==> src/rtl/conv_pkg.sv <==
// conv_pkg: shared types and sizing helpers for the convolution tap-issue controller.
//   conv_state_e : walk FSM states (idle, running, done pulse)
//   clog2        : ceiling log2, never below 1 so every counter/field has a real bit
//   out_w/out_h  : output feature-map edge for a stride-1 convolution
//   total_taps   : number of tap cycles in a full walk
package conv_pkg;

    typedef enum logic [1:0] {
        StIdle,
        StRun,
        StDone
    } conv_state_e;

    function automatic int unsigned clog2(input int unsigned value);
        int unsigned result;
        result = 1;
        while ((32'd1 << result) < value) begin
            result = result + 1;
        end
        return result;
    endfunction

    function automatic int unsigned out_w(input int unsigned img_w, input int unsigned ksize,
                                          input int unsigned pad);
        return img_w + 2 * pad - ksize + 1;
    endfunction

    function automatic int unsigned out_h(input int unsigned img_h, input int unsigned ksize,
                                          input int unsigned pad);
        return img_h + 2 * pad - ksize + 1;
    endfunction

    function automatic int unsigned total_taps(input int unsigned img_w, input int unsigned img_h,
                                               input int unsigned ksize, input int unsigned pad);
        return out_w(img_w, ksize, pad) * out_h(img_h, ksize, pad) * ksize * ksize;
    endfunction

endpackage

==> src/rtl/conv_issue_ctrl_wrap_counter.sv <==
// wrap_counter: modulo-Limit up-counter with enable and carry-out, for chaining loop nests.
//   clk, aclr : clock, asynchronous active-high reset
//   clr       : synchronous clear to 0 (wins over en)
//   en        : advance by one this cycle
//   count     : current value, 0 .. Limit-1
//   carry     : en is high and count is at Limit-1 (wraps this cycle); drives the next counter's en
module wrap_counter
    import conv_pkg::*;
#(
    parameter int unsigned Limit = 4,
    parameter int unsigned Width = clog2(Limit)
) (
    input  logic             clk,
    input  logic             aclr,
    input  logic             clr,
    input  logic             en,
    output logic [Width-1:0] count,
    output logic             carry
);

    logic at_last;

    assign at_last = (count == Width'(Limit - 1));
    assign carry   = en && at_last;

    always_ff @(posedge clk or posedge aclr) begin
        if (aclr) begin
            count <= '0;
        end else if (clr) begin
            count <= '0;
        end else if (en) begin
            count <= at_last ? '0 : count + Width'(1);
        end
    end

endmodule

==> src/rtl/conv_issue_ctrl.sv <==
// conv_issue_ctrl: walks every output pixel and kernel tap of a stride-1 convolution, one tap per
// cycle, emitting a registered input-buffer read address plus a NOP flag for the NOP pipeline.
//   clk, aclr : clock, asynchronous active-high reset
//   start     : begin a walk (sampled only while idle)
//   stall     : hold the walk and emit a bubble (only honoured while running)
//   NOPOut    : tap is zero padding, a bubble, or no tap at all
//   Addr      : iy*ImgW+ix of the tap, 0 whenever NOPOut=1
//   TapIdx    : ky*KSize+kx of the last issued tap
//   LastTap   : final tap of the current output pixel
//   Busy      : walk in progress (running or done)
//   Done      : one-cycle pulse after the final tap
// Build option: define CONV_ISSUE_ZERO_PAD_EN to honour Pad with bounds checking; without it Pad
// is treated as 0 (valid-only convolution) and the bounds logic is not built.
module conv_issue_ctrl
    import conv_pkg::*;
#(
    parameter int unsigned ImgW      = 4,
    parameter int unsigned ImgH      = 4,
    parameter int unsigned KSize     = 3,
    parameter int unsigned Pad       = 1,
    parameter int unsigned AddrWidth = 10
) (
    input  logic                           clk,
    input  logic                           aclr,
    input  logic                           start,
    input  logic                           stall,
    output logic                           NOPOut,
    output logic [AddrWidth-1:0]           Addr,
    output logic [clog2(KSize*KSize)-1:0]  TapIdx,
    output logic                           LastTap,
    output logic                           Busy,
    output logic                           Done
);

`ifdef CONV_ISSUE_ZERO_PAD_EN
    localparam int unsigned PadEn = 1;
`else
    localparam int unsigned PadEn = 0;
`endif
    localparam int unsigned EffPad = Pad * PadEn;
    localparam int unsigned OutW   = out_w(ImgW, KSize, EffPad);
    localparam int unsigned OutH   = out_h(ImgH, KSize, EffPad);
    localparam int unsigned KW     = clog2(KSize);
    localparam int unsigned OxW    = clog2(OutW);
    localparam int unsigned OyW    = clog2(OutH);
    localparam int unsigned TapW   = clog2(KSize * KSize);
    localparam int unsigned CW     = AddrWidth + 1;

    conv_state_e state;

    logic           advance;
    logic           cnt_clr;
    logic [KW-1:0]  kx_cnt, ky_cnt;
    logic [OxW-1:0] ox_cnt;
    logic [OyW-1:0] oy_cnt;
    logic           kx_carry, ky_carry, ox_carry, oy_carry;

    assign advance = (state == StRun) && !stall;
    // Counters sit at 0 outside RUN, so a fresh start always begins at the first tuple.
    assign cnt_clr = (state != StRun);

    wrap_counter #(.Limit(KSize), .Width(KW)) u_kx (
        .clk(clk), .aclr(aclr), .clr(cnt_clr), .en(advance), .count(kx_cnt), .carry(kx_carry)
    );
    wrap_counter #(.Limit(KSize), .Width(KW)) u_ky (
        .clk(clk), .aclr(aclr), .clr(cnt_clr), .en(kx_carry), .count(ky_cnt), .carry(ky_carry)
    );
    wrap_counter #(.Limit(OutW), .Width(OxW)) u_ox (
        .clk(clk), .aclr(aclr), .clr(cnt_clr), .en(ky_carry), .count(ox_cnt), .carry(ox_carry)
    );
    wrap_counter #(.Limit(OutH), .Width(OyW)) u_oy (
        .clk(clk), .aclr(aclr), .clr(cnt_clr), .en(ox_carry), .count(oy_cnt), .carry(oy_carry)
    );

    logic [AddrWidth-1:0] row_c, col_c, addr_c;
    logic [TapW-1:0]      tap_c;
    logic                 oob_c;

`ifdef CONV_ISSUE_ZERO_PAD_EN
    logic signed [CW-1:0] iy_s, ix_s;

    always_comb begin
        iy_s  = $signed(CW'(oy_cnt)) + $signed(CW'(ky_cnt)) - $signed(CW'(EffPad));
        ix_s  = $signed(CW'(ox_cnt)) + $signed(CW'(kx_cnt)) - $signed(CW'(EffPad));
        // Sign bit catches the top/left border; signed compares catch bottom/right.
        oob_c = iy_s[CW-1] || ix_s[CW-1] ||
                (iy_s >= $signed(CW'(ImgH))) || (ix_s >= $signed(CW'(ImgW)));
        row_c = iy_s[AddrWidth-1:0];
        col_c = ix_s[AddrWidth-1:0];
    end
`else
    always_comb begin
        oob_c = 1'b0;
        row_c = AddrWidth'(oy_cnt) + AddrWidth'(ky_cnt);
        col_c = AddrWidth'(ox_cnt) + AddrWidth'(kx_cnt);
    end
`endif

    always_comb begin
        addr_c = row_c * AddrWidth'(ImgW) + col_c;
        tap_c  = TapW'(ky_cnt) * TapW'(KSize) + TapW'(kx_cnt);
    end

    always_ff @(posedge clk or posedge aclr) begin
        if (aclr) begin
            state   <= StIdle;
            NOPOut  <= 1'b1;
            Addr    <= '0;
            TapIdx  <= '0;
            LastTap <= 1'b0;
            Busy    <= 1'b0;
            Done    <= 1'b0;
        end else begin
            // Default: no tap this cycle (idle, bubble or done).
            NOPOut  <= 1'b1;
            Addr    <= '0;
            LastTap <= 1'b0;
            Done    <= 1'b0;
            unique case (state)
                StIdle: begin
                    Busy <= 1'b0;
                    if (start) begin
                        state <= StRun;
                    end
                end
                StRun: begin
                    Busy <= 1'b1;
                    if (!stall) begin
                        NOPOut  <= oob_c;
                        Addr    <= oob_c ? '0 : addr_c;
                        TapIdx  <= tap_c;
                        // ky wraps exactly on the (K-1, K-1) tap of each pixel.
                        LastTap <= ky_carry;
                        if (oy_carry) begin
                            state <= StDone;
                        end
                    end
                end
                StDone: begin
                    Busy  <= 1'b1;
                    Done  <= 1'b1;
                    state <= StIdle;
                end
                default: begin
                    state <= StIdle;
                end
            endcase
        end
    end

endmodule
==> config.mk <==
export PLATFORM = sky130hd
export DESIGN_NAME = conv_issue_ctrl
export DESIGN_NICKNAME = d
export VERILOG_FILES = /design/src/rtl/conv_pkg.sv /design/src/rtl/conv_issue_ctrl_wrap_counter.sv /design/src/rtl/conv_issue_ctrl.sv
export SDC_FILE = /design/constraint.sdc
export NUM_CORES = 1
export LEC_CHECK = 0
export ABC_AREA = 1
export CAP_MARGIN = 20
export CORE_MARGIN = 1.5
export CORE_UTILIZATION = 30
export DETAILED_ROUTE_END_ITERATION = 8
export SYNTH_ARGS = -nofsm -noshare
export SYNTH_HDL_FRONTEND = slang
export SYNTH_HIERARCHICAL = 1
export SYNTH_SLANG_ARGS = --single-unit
export TNS_END_PERCENT = 30
==> constraint.sdc <==
create_clock -name clk -period 3.1 [get_ports clk]
set_input_delay 0.93 -clock clk [delete_from_list [all_inputs] [get_ports clk]]
set_output_delay 0.93 -clock clk [all_outputs]
set_load 0.01 [all_outputs]
==> results.md <==
Clock network:
- Buffers inserted during clock tree synthesis total 3.
- The TritonCTS clock tree is done.
- The tree built by TritonCTS fans out to 22 sinks.
- The buffer cell driving the clock tree root is sky130_fd_sc_hd__clkbuf_8.
- Once the clock tree was built, the setup fixing pass inserted 0 buffers.
- Counting along the longest clock path gives a buffer depth of 2.
- CTS built an H-tree with a depth of 1.
- The source-to-sink clock delay at the later pin of the worst-skew pair is 0.26 ns.
- After clock tree synthesis, the clock-pin slew on the worst setup and hold paths is 0.08 ns.
- In this run, post-CTS hold repair placed 0 buffers.
- Post-CTS repair changed the size of 0 cells.

Floorplanning:
- The initial utilization of the core area, before any placement, comes to 32.1%.
- The vertical die dimension is 66.3 um.
- The total number of placement rows is 22.
- The die outline area is 4400 um^2.
- The die is 66.3 um wide.
- The core region is 3740 um^2.
- The top-level port count is 22.

Timing:
- Setup total negative slack on the finished layout was measured at 0 ns.
- The peak clock frequency supported by timing is 369 MHz.
- The worst hold margin is 0.478 ns.
- Setup violations remaining at the end of the flow were counted as 0.
- At the pin with the least slew margin, the transition time is 0.631 ns.
- The hold violation count in the final report is 0.
- The share of the clock period used by the worst path after layout is 87.5%.
- On the final layout, the worst clock skew is 0.00264 ns.
- Setup repair after global routing left no endpoint under its margin.
- The count of final max-slew check failures is 0.
- For the finished layout, the period the worst path requires is 2.71 ns.
- The worst max-slew margin expressed relative to the limit is 57.9%.

Yosys:
- The number of instances in the synthesized netlist is 143.
- The number of distinct standard cells referenced by the synthesized netlist is 17.
- After synthesis the netlist holds a flip-flop and latch count of 22.
- After synthesis, the largest area contributor takes up 43.7% of total cell area.
- In this run the cell area of the synthesized design comes to 1200 um^2.
- Summing the sequential cell areas from Yosys gives 45.9% of the chip area.
- The total of warnings raised by yosys is 6.
- Sorting the synthesized cells by area gives the leading types as sky130_fd_sc_hd__dfrtp_1, sky130_fd_sc_hd__nand2_1, sky130_fd_sc_hd__ha_1.
- The biggest area contributor in the post-synthesis netlist is sky130_fd_sc_hd__dfrtp_1.
- A synthesized cell averages 8.41 um^2.

Route:
- The post-route antenna net violation count is 0.
- Using the TritonRoute via totals, the vias-per-cell ratio works out to 4.04.
- The average wire length per cell after detail routing is 9.02 um.
- The first TritonRoute pass finished after 4 iterations.
- Wires add up to 1910 um.
- Across all layers, the routed design uses 857 vias.
- The starting DRC count in detailed routing is 17.
- In the routed design, unresolved DRC markers number 0.

Worst setup path:
- The class of the most critical setup path is primary input to flip-flop.
- The element type at the critical path start is a primary input.
- Data arrives at the worst endpoint at 2.87 ns.
- The worst-path maximum fanout is 12.
- The register-to-register path setup slack is 0.78 ns.
- The endpoint type of the worst setup path is a flip-flop.
- For the worst setup path, the data required time is 3.26 ns.
- The worst register-to-register path begins at state[1].
- The end of the worst register-to-register path is state[0].
- The worst reg-to-reg path cell count is 17.

Pwr:
- The net switching fraction of the power is 32.3%.
- The clock network accounts for 25.8% of the total power.
- The net switching power is 0.000255 W.
- The analysis attributes to cell leakage a power of 0.807 nW.
- For this design the ratio of total power to cell area is 535 nW/um^2.
- VDD sags by at most 0.000281 V.
- The total power draw is 0.000789 W.
- The share of power burned in combinational logic is 30.5%.
- Internal power comes to 0.000534 W.
- In this run, flip-flops and latches consume 43.7% of the power.

Cells and area:
- Relative to the synthesized area, the layout overhead comes to 22.8%.
- The number of antenna diodes in the final layout is 0.
- The library cells used most frequently in the layout, excluding fill and tap cells, are sky130_fd_sc_hd__nand2_1, sky130_fd_sc_hd__inv_1, sky130_fd_sc_hd__dfrtp_1, sky130_fd_sc_hd__clkdlybuf4s50_1, sky130_fd_sc_hd__nor2_1.
- Leaving out fill and tap cells, the most frequent cell in the layout is sky130_fd_sc_hd__nand2_1.
- At the end of the flow, the number of nets in the layout was 182.
- The post-route netlist has 11.0% of its cells at a drive strength greater than 1.
- The number of filler instances in the final layout is 392.
- The post-route cell area is 1480 um^2.
- The number of non-filler instances in the completed layout is 212.

GRT:
- Entering global routing, the biggest net connects 17 pins.
- The total overflow left after global routing is 0.
- The wire length of the first global-routing pass is 3330 um.
- The combined global-route utilization of all metal layers is 10.0%.
- The number of antenna violations at the first check in global routing is 0.
- The number of global-route vias before repair is 818.

Placement:
- The post-detailed-placement cell area is 1420 um^2.
- Routability-driven placement finished with a final weighted congestion of 0.801.
- In this run, placement finished with an instance count of 208.
- Input and output buffers added on the ports amount to 17.
- The HPWL after detailed placement is 1500 um.

Min path:
- The destination of the worst hold path is TapIdx[2].
- The type of the worst min-delay path is flip-flop to flip-flop.
- The hold path depth is 2.
- The worst hold path begins at TapIdx[2].

Job:
- The number of max-cap violations is 0.

Run status:
- The flow ran to the end, and the final reports show no timing, DRC or antenna violations.
-- power groups by stage --
stage               clock (W)  combinational, W  sequential [W]
floorplan                   0          0.000165        0.000358
global placement            0          0.000238        0.000350
detailed placement          0          0.000243        0.000351
CTS                  0.000215          0.000243        0.000345
global route         0.000227          0.000276        0.000351
finish               0.000203          0.000241        0.000345
-- critical path, stage by stage --
cell                              delay, ns
sky130_fd_sc_hd__clkdlybuf4s50_1       0.54
sky130_fd_sc_hd__nor2_8                0.26
sky130_fd_sc_hd__nand2_1               0.11
sky130_fd_sc_hd__nor2_1                0.16
sky130_fd_sc_hd__nand2_1               0.11
sky130_fd_sc_hd__nor2_1                0.18
sky130_fd_sc_hd__nand2_1               0.10
sky130_fd_sc_hd__inv_1                 0.08
sky130_fd_sc_hd__nand2_1               0.06
sky130_fd_sc_hd__inv_1                 0.07
sky130_fd_sc_hd__inv_1                 0.04
sky130_fd_sc_hd__nand2_1               0.05
sky130_fd_sc_hd__nand3_1               0.09
sky130_fd_sc_hd__nand2_1               0.07
sky130_fd_sc_hd__nand2_1               0.05
-- worst max path at each step --
stage	slack, ns	cells past startpoint	to	from
2_1_floorplan	0.85	14	state[0]	stall
5_1_grt	0.18	15	state[0]	stall
6_report	0.39	15	state[0]	stall
4_1_cts	0.40	15	state[0]	stall
3_5_place_dp	0.12	15	state[0]	stall
3_3_place_gp	0.19	15	state[0]	stall
-- kinds of logic (layout without fill, tap and decap cells) --
logic type      after synthesis  count (layout)  synth area share, %
compound gates                2               2                0.832
fa+ha+maj                    13              13                 14.8
buf+inv                      33              51                 11.8
flops                        22              22                 45.9
mux                           1               1                0.936
other cells                   1               4                0.312
simple gates                 71              71                 25.5
-- synthesized netlist by cell type --
cell type	count
sky130_fd_sc_hd__a21oi_1	2
sky130_fd_sc_hd__inv_1	26
sky130_fd_sc_hd__nor2_1	15
sky130_fd_sc_hd__conb_1	1
sky130_fd_sc_hd__nor2_8	1
sky130_fd_sc_hd__inv_4	1
sky130_fd_sc_hd__buf_4	4
sky130_fd_sc_hd__nand3_1	5
sky130_fd_sc_hd__nand2_1	43
sky130_fd_sc_hd__mux2_2	1
sky130_fd_sc_hd__dfstp_2	1
sky130_fd_sc_hd__nand2_2	2
sky130_fd_sc_hd__fa_1	2
sky130_fd_sc_hd__inv_2	2
sky130_fd_sc_hd__nor2_2	5
sky130_fd_sc_hd__dfrtp_1	21
sky130_fd_sc_hd__ha_1	11
-- area by class of cell --
class                      instances  area (um^2)  area share (%)
sequential                        22          552            37.4
tap                               48         60.1            4.07
clock buffer                       4         55.1            3.73
multi-input combinational         91          520            35.3
timing repair buffer              18          178            12.0
inverter                          29          111            7.54
-- sequential cells by signal, indices dropped and copies added (netlist names), 2 cells and up --
register,cells
u_ky/count,2
u_kx/count,2
TapIdx,4
Addr,6
state,2
-- stage by stage --
stage               util, %  setup slack (ns)
global route           39.4             0.182
global placement       38.0             0.195
finish                 39.4             0.388
detailed placement     38.0             0.121
floorplan                 -             0.851
CTS                    39.4             0.403
-- layer usage --
| layer | up-vias | share of wire [%] | track usage [%] |
|---|---|---|---|
| met5 | - | 0 | 0 |
| met4 | 0 | 0.68 | 4.59 |
| met3 | 2 | 3.0 | 2.04 |
| met2 | 12 | 48 | 17.1 |
| met1 | 393 | 48 | 12.0 |
| li1 | 450 | - | - |
Note: power is estimated with default switching activity, not from simulation.
